==> config.mk <==
export PLATFORM = sky130hd
export DESIGN_NAME = imem_fetch
export DESIGN_NICKNAME = d
export VERILOG_FILES = /design/src/rtl/imem_pkg.sv /design/src/rtl/imem_storage.sv /design/src/rtl/imem_fetch.sv
export SDC_FILE = /design/constraint.sdc
export NUM_CORES = 2
export LEC_CHECK = 0
export ABC_CLOCK_PERIOD_IN_PS = 2860
export CAP_MARGIN = 5
export CORE_MARGIN = 2
export CORE_UTILIZATION = 52
export CTS_BUF_LIST = sky130_fd_sc_hd__clkbuf_8
export DETAILED_ROUTE_END_ITERATION = 6
export HOLD_SLACK_MARGIN = 0.15
export PLACE_DENSITY = 0.79
export SYNTH_ARGS = -nofsm -noshare
export SYNTH_HDL_FRONTEND = slang
export SYNTH_SLANG_ARGS = --single-unit
export TNS_END_PERCENT = 20
==> constraint.sdc <==
create_clock -name clk -period 2.86 [get_ports clk]
set_clock_uncertainty 0.2 [all_clocks]
set_input_delay 0.429 -clock clk [delete_from_list [all_inputs] [get_ports clk]]
set_output_delay 0.429 -clock clk [all_outputs]
set_load 0.03 [all_outputs]
==> src/rtl/imem_pkg.sv <==
// Shared constants, state encoding and word-index helper for the
// loadable instruction memory.
package imem_pkg;

    localparam logic [0:0] ST_IDLE = 1'b0;
    localparam logic [0:0] ST_WAIT = 1'b1;

    localparam logic [63:0] NOP_WORD = 64'd0;

    typedef struct packed {
        logic [31:0] idx;
        logic        fault;
    } widx_t;

    // addr arrives zero-extended to 32 bits, so the range test never wraps
    function automatic widx_t word_index(
        input logic [31:0] addr,
        input bit          byte_addr,
        input int unsigned depth
    );
        widx_t r;
        r.idx   = byte_addr ? (addr >> 2) : addr;
        r.fault = (r.idx >= depth) || (byte_addr && (addr[1:0] != 2'b00));
        return r;
    endfunction

endpackage

==> src/rtl/imem_storage.sv <==
// DEPTH x DATA_W flop array: synchronous write, reset to NOP,
// asynchronous read.
module imem_storage
    import imem_pkg::*;
#(
    parameter int DATA_W = 32,
    parameter int ADDR_W = 16,
    parameter int DEPTH  = 64,
    parameter int IDX_W  = (DEPTH > 1) ? $clog2(DEPTH) : 1
) (
    input  logic              clk,
    input  logic              rst,
    input  logic              wr_en,
    input  logic [ADDR_W-1:0] wr_addr,
    input  logic [DATA_W-1:0] wr_data,
    input  logic [IDX_W-1:0]  rd_idx,
    output logic [DATA_W-1:0] rd_data
);

    logic [DATA_W-1:0] mem [DEPTH];
    logic [31:0]       wr_ext;
    logic [31:0]       rd_ext;
    logic              wr_ok;

    always_comb begin
        wr_ext = '0;
        wr_ext[ADDR_W-1:0] = wr_addr;
        rd_ext = '0;
        rd_ext[IDX_W-1:0] = rd_idx;
    end

    assign wr_ok = wr_en && (wr_ext < 32'(DEPTH));

    assign rd_data = (rd_ext < 32'(DEPTH)) ? mem[rd_idx]
                                           : NOP_WORD[DATA_W-1:0];

    always_ff @(posedge clk) begin
        if (rst) begin
            for (int i = 0; i < DEPTH; i++) begin
                mem[i] <= NOP_WORD[DATA_W-1:0];
            end
        end else if (wr_ok) begin
            mem[wr_ext[IDX_W-1:0]] <= wr_data;
        end
    end

endmodule

==> src/rtl/imem_fetch.sv <==
// Loadable instruction memory with a fetch request/valid handshake,
// programmable read latency and misaligned/out-of-range fault reporting.
module imem_fetch
    import imem_pkg::*;
#(
    parameter int DATA_W    = 32,
    parameter int ADDR_W    = 16,
    parameter int DEPTH     = 64,
    parameter int READ_LAT  = 1,
    parameter int BYTE_ADDR = 0
) (
    input  logic              clk,
    input  logic              rst,
    input  logic              fetch_req,
    input  logic [ADDR_W-1:0] fetch_addr,
    output logic              fetch_ready,
    output logic              instr_valid,
    output logic [DATA_W-1:0] instr,
    output logic              fetch_fault,
    input  logic              ld_en,
    input  logic [ADDR_W-1:0] ld_addr,
    input  logic [DATA_W-1:0] ld_data
);

    localparam int         IDX_W  = (DEPTH > 1) ? $clog2(DEPTH) : 1;
    localparam logic [1:0] LAT_M1 = 2'(READ_LAT - 1);

    logic [0:0]        state;
    logic [1:0]        cnt;
    logic [31:0]       addr_ext;
    widx_t             hit;
    logic [DATA_W-1:0] rd_data;

    always_comb begin
        addr_ext = '0;
        addr_ext[ADDR_W-1:0] = fetch_addr;
    end

    assign hit = word_index(addr_ext, BYTE_ADDR != 0, DEPTH);

    imem_storage #(
        .DATA_W (DATA_W),
        .ADDR_W (ADDR_W),
        .DEPTH  (DEPTH),
        .IDX_W  (IDX_W)
    ) u_storage (
        .clk     (clk),
        .rst     (rst),
        .wr_en   (ld_en),
        .wr_addr (ld_addr),
        .wr_data (ld_data),
        .rd_idx  (hit.idx[IDX_W-1:0]),
        .rd_data (rd_data)
    );

    assign fetch_ready = (state == ST_IDLE);

    // read happens before the same-edge write lands, so collisions see old data
    always_ff @(posedge clk) begin
        if (rst) begin
            state       <= ST_IDLE;
            cnt         <= '0;
            instr_valid <= 1'b0;
            instr       <= '0;
            fetch_fault <= 1'b0;
        end else begin
            instr_valid <= 1'b0;
            unique case (state)
                ST_IDLE: begin
                    if (fetch_req) begin
                        instr       <= hit.fault ? NOP_WORD[DATA_W-1:0]
                                                 : rd_data;
                        fetch_fault <= hit.fault;
                        cnt         <= LAT_M1;
                        state       <= ST_WAIT;
                    end
                end
                ST_WAIT: begin
                    if (cnt != 2'd0) begin
                        cnt <= cnt - 2'd1;
                    end else begin
                        state       <= ST_IDLE;
                        instr_valid <= 1'b1;
                    end
                end
                default: state <= ST_IDLE;
            endcase
        end
    end

endmodule

==> flow_summary.yaml <==
status:
  status: "finished clean"
synthesis:
  synth_edf_count: 2048
  synth_top_family_by_area: "simple AND/OR/NAND/NOR gates"
  ys_seq_elements: 2085
  synth_xor_area_frac: 0
  synth.top_cell.area_share: 0.657
  synth_top_cells_by_area: "edfxtp_1 66%, and2_1 14%, mux4_2 13%, clkbuf_1 1.5%, dfxtp_1 0.79%"
  ys_warn_count: 0
  synth.distinct_cells: 43
  synthFlopType: "edfxtp_1"
  synth_largest_area_cell: "edfxtp_1"
  synth_mux_area_frac: 0.140
  yosys.area_share.adder: 0.000134
  yosys.area_share.simple: 0.151
  yosysSeqAreaShare: 0.665
  syn_avg_cell_area_um2: 16.0
  synth_cells: 5855
  synth-compound-area-share: 0.0177
  syn-num-nets: 5924
  ys_async_sr_fraction: 0
  netlist_area_mm2: 0.0936
cells_and_area:
  fillers: 12300
  final_nets: 6420
  syn_to_final_growth_pct: 16.6
  utilization: 0.611
  register_area_mm2: 0.0622
  layout-drive-gt1-share: 0.268
  fin_cells: 8979
  multi_input_area_mm2: 0.0290
power_and_ir_drop:
  ir_drop_mv: 0.515
  p_leak_nw: 38.9
  powerDensity_mw_per_mm2: 601
  fin_total_pwr_w: 0.0656
floorplan:
  core_mm2: 0.179
  die_h_um: 428
  pin_count: 103
  num_rows: 155
  die_w_um: 428
  dieArea_mm2: 0.183
  initial_core_util: 0.524
cts:
  cts_inserted_buffers: 346
  htree_levels: 5
  insertion_delay_ns: 1.07
  cts-root-buf: "clkbuf_8"
  path_clk_slew_ns: 0.07
  cts_tree: "built"
  numClockSinks: 2085
  clockBufferDepth: 4
critical_path:
  cpPeakStageDelay_ns: 0.63
  crit_chain: "dlygate4sd2_1"
  required_ns: 2.23
  crit_family: "flip-flops"
  critPathLaunchType: "register"
  worst_path_max_delay_cell: "dfxtp_1"
  critPathMaxFanout: 2
  worst_r2r_path_depth: 5
  critPathCaptureType: "output pin"
  crit_arrival_ns: 2.15
  r2r_slack_ns: 0.42
  crit_buf_inv: 1
  cp.depth: 1
  path_class: "reg -> out"
route:
  route.detailed.drc: 0
  avgViaCountPerCell: 6.13
  routed-via-count: 55100
  drtIter0Drc: 8904
  routed_wl_mm: 270
  wire_per_inst_um: 30.0
  ant_nets: 0
  dr.pass1.iters: 6
min_path:
  whs_path_depth: 5
  min_path_type: "in -> reg"
global_route:
  overflow: 0
  grt_pass1_vias: 55500
  grtUsageTotal: 0.293
  grt_max_degree: 65
  antenna_found_initial: 25
  grt_pass1_wl_mm: 386
sta:
  slew_headroom: 0.359
  worst_hold_slack_ns: 0.208
  setup_viol: 0
  tightest_slew_ns: 0.962
  hold_violations: 0
  clock.fmax_mhz: 360
  rsz0062_at_grt: "false"
  fin_crit_sh: 0.972
  final-max-slew-violation-count: 0
  fin_crit_ns: 2.78
placement:
  port_buffers: 102
  dp_hpwl_mm: 174
  place_inst: 8314
  gp_congestion: 0.982
job:
  maxCapViolCount: 0
-- through the flow --
stage	instance area, um2	setup slack (ns)	TNS [ns]
after detailed placement	102000	-0.620	-1824.44
after global placement	102000	-0.634	-1915.50
final	109000	0.0808	0
after CTS	109000	0.0174	0
after floorplan	93600	-0.110	-115.53
after global routing	109000	0.0266	0
-- state kept, by name, summed over array words and instances (netlist names) --
name / cells
state: 1
instr: 32
fetch_fault: 1
u_storage.mem: 2048
cnt: 2
instr_valid: 1
-- cell usage after synthesis, drive strengths merged, types with 15 or more instances --
cell and instances:
nand2 19, and2 2050, nor2 103, buf 116
o21ai 33, o221ai 27, clkbuf 489, a22oi 50
o22ai 81, dfxtp 37, nand3 15, edfxtp 2048
mux2 29, mux2i 59, a32oi 27, mux4 539
or2 64
-- kinds of logic (layout without fill, tap and decap cells) --
logic type | Yosys count | in the layout
DFF | 2085 | 2085
buffers and inverters | 610 | 1364
AOI/OAI and AO/OA | 237 | 237
other | 0 | 15
and+or+nand+nor | 2295 | 2295
adders and majority gates | 1 | 1
muxes | 627 | 627
-- layer usage --
metal,up-vias,part of all wire,GRT usage
met2,3902,0.47,0.463
li1,22700,-,-
met1,27700,0.33,0.371
met3,768,0.12,0.0626
met5,-,0.00025,0
met4,6,0.075,0.188
-- area by class of cell --
class / instances / share of cell area
Inverter: 5 / 0.000172
Clock inverter: 248 / 0.0118
Multi-Input combinational cell: 3160 / 0.266
Antenna cell: 15 / 0.000344
Timing Repair Buffer: 753 / 0.0788
Sequential cell: 2085 / 0.570
Clock buffer: 358 / 0.0452
Tap cell: 2355 / 0.0270
-- placed cells by master, fill, tap and decap left out, types with 34 or more instances in the layout --
cell             instances
dfxtp_1                 37
and2_1                2049
edfxtp_1              2048
clkinv_1                77
mux2i_1                 59
inv_1                  122
or2_2                   51
nor2_1                  37
nor2_2                  65
mux4_2                 539
dlygate4sd3_1           41
clkdlybuf4s50_1         34
a22oi_1                 50
clkbuf_8               358
o22ai_1                 81
buf_12                 221
buf_4                  389
-- power by group --
group	switching, W	internal, W	total [W]
logic	0.00343	0.00246	0.00590
clock network	0.0118	0.0125	0.0243
registers	0.000451	0.0349	0.0354
total	0.0157	0.0499	0.0656
-- repair_timing --
action / in CTS / in global routing
endpoints found under the hold margin: 1909 / 0
pin swaps: 0 / 1
gates resized for setup: 30 / 1
buffers inserted: 0 / 2
gates cloned: 0 / 1
hold buffers: 42 / 0
endpoints found under the setup margin: 30 / 1
-- final timing paths --
check / from / end
worst max-delay path: instr[22] / instr[22]
worst min-delay path: fetch_addr[4] / instr[18]
worst max register to register: u_storage.mem[3][30] / instr[30]
worst min register to register: instr[12] / instr[12]
(Power assumes the default switching activity.)
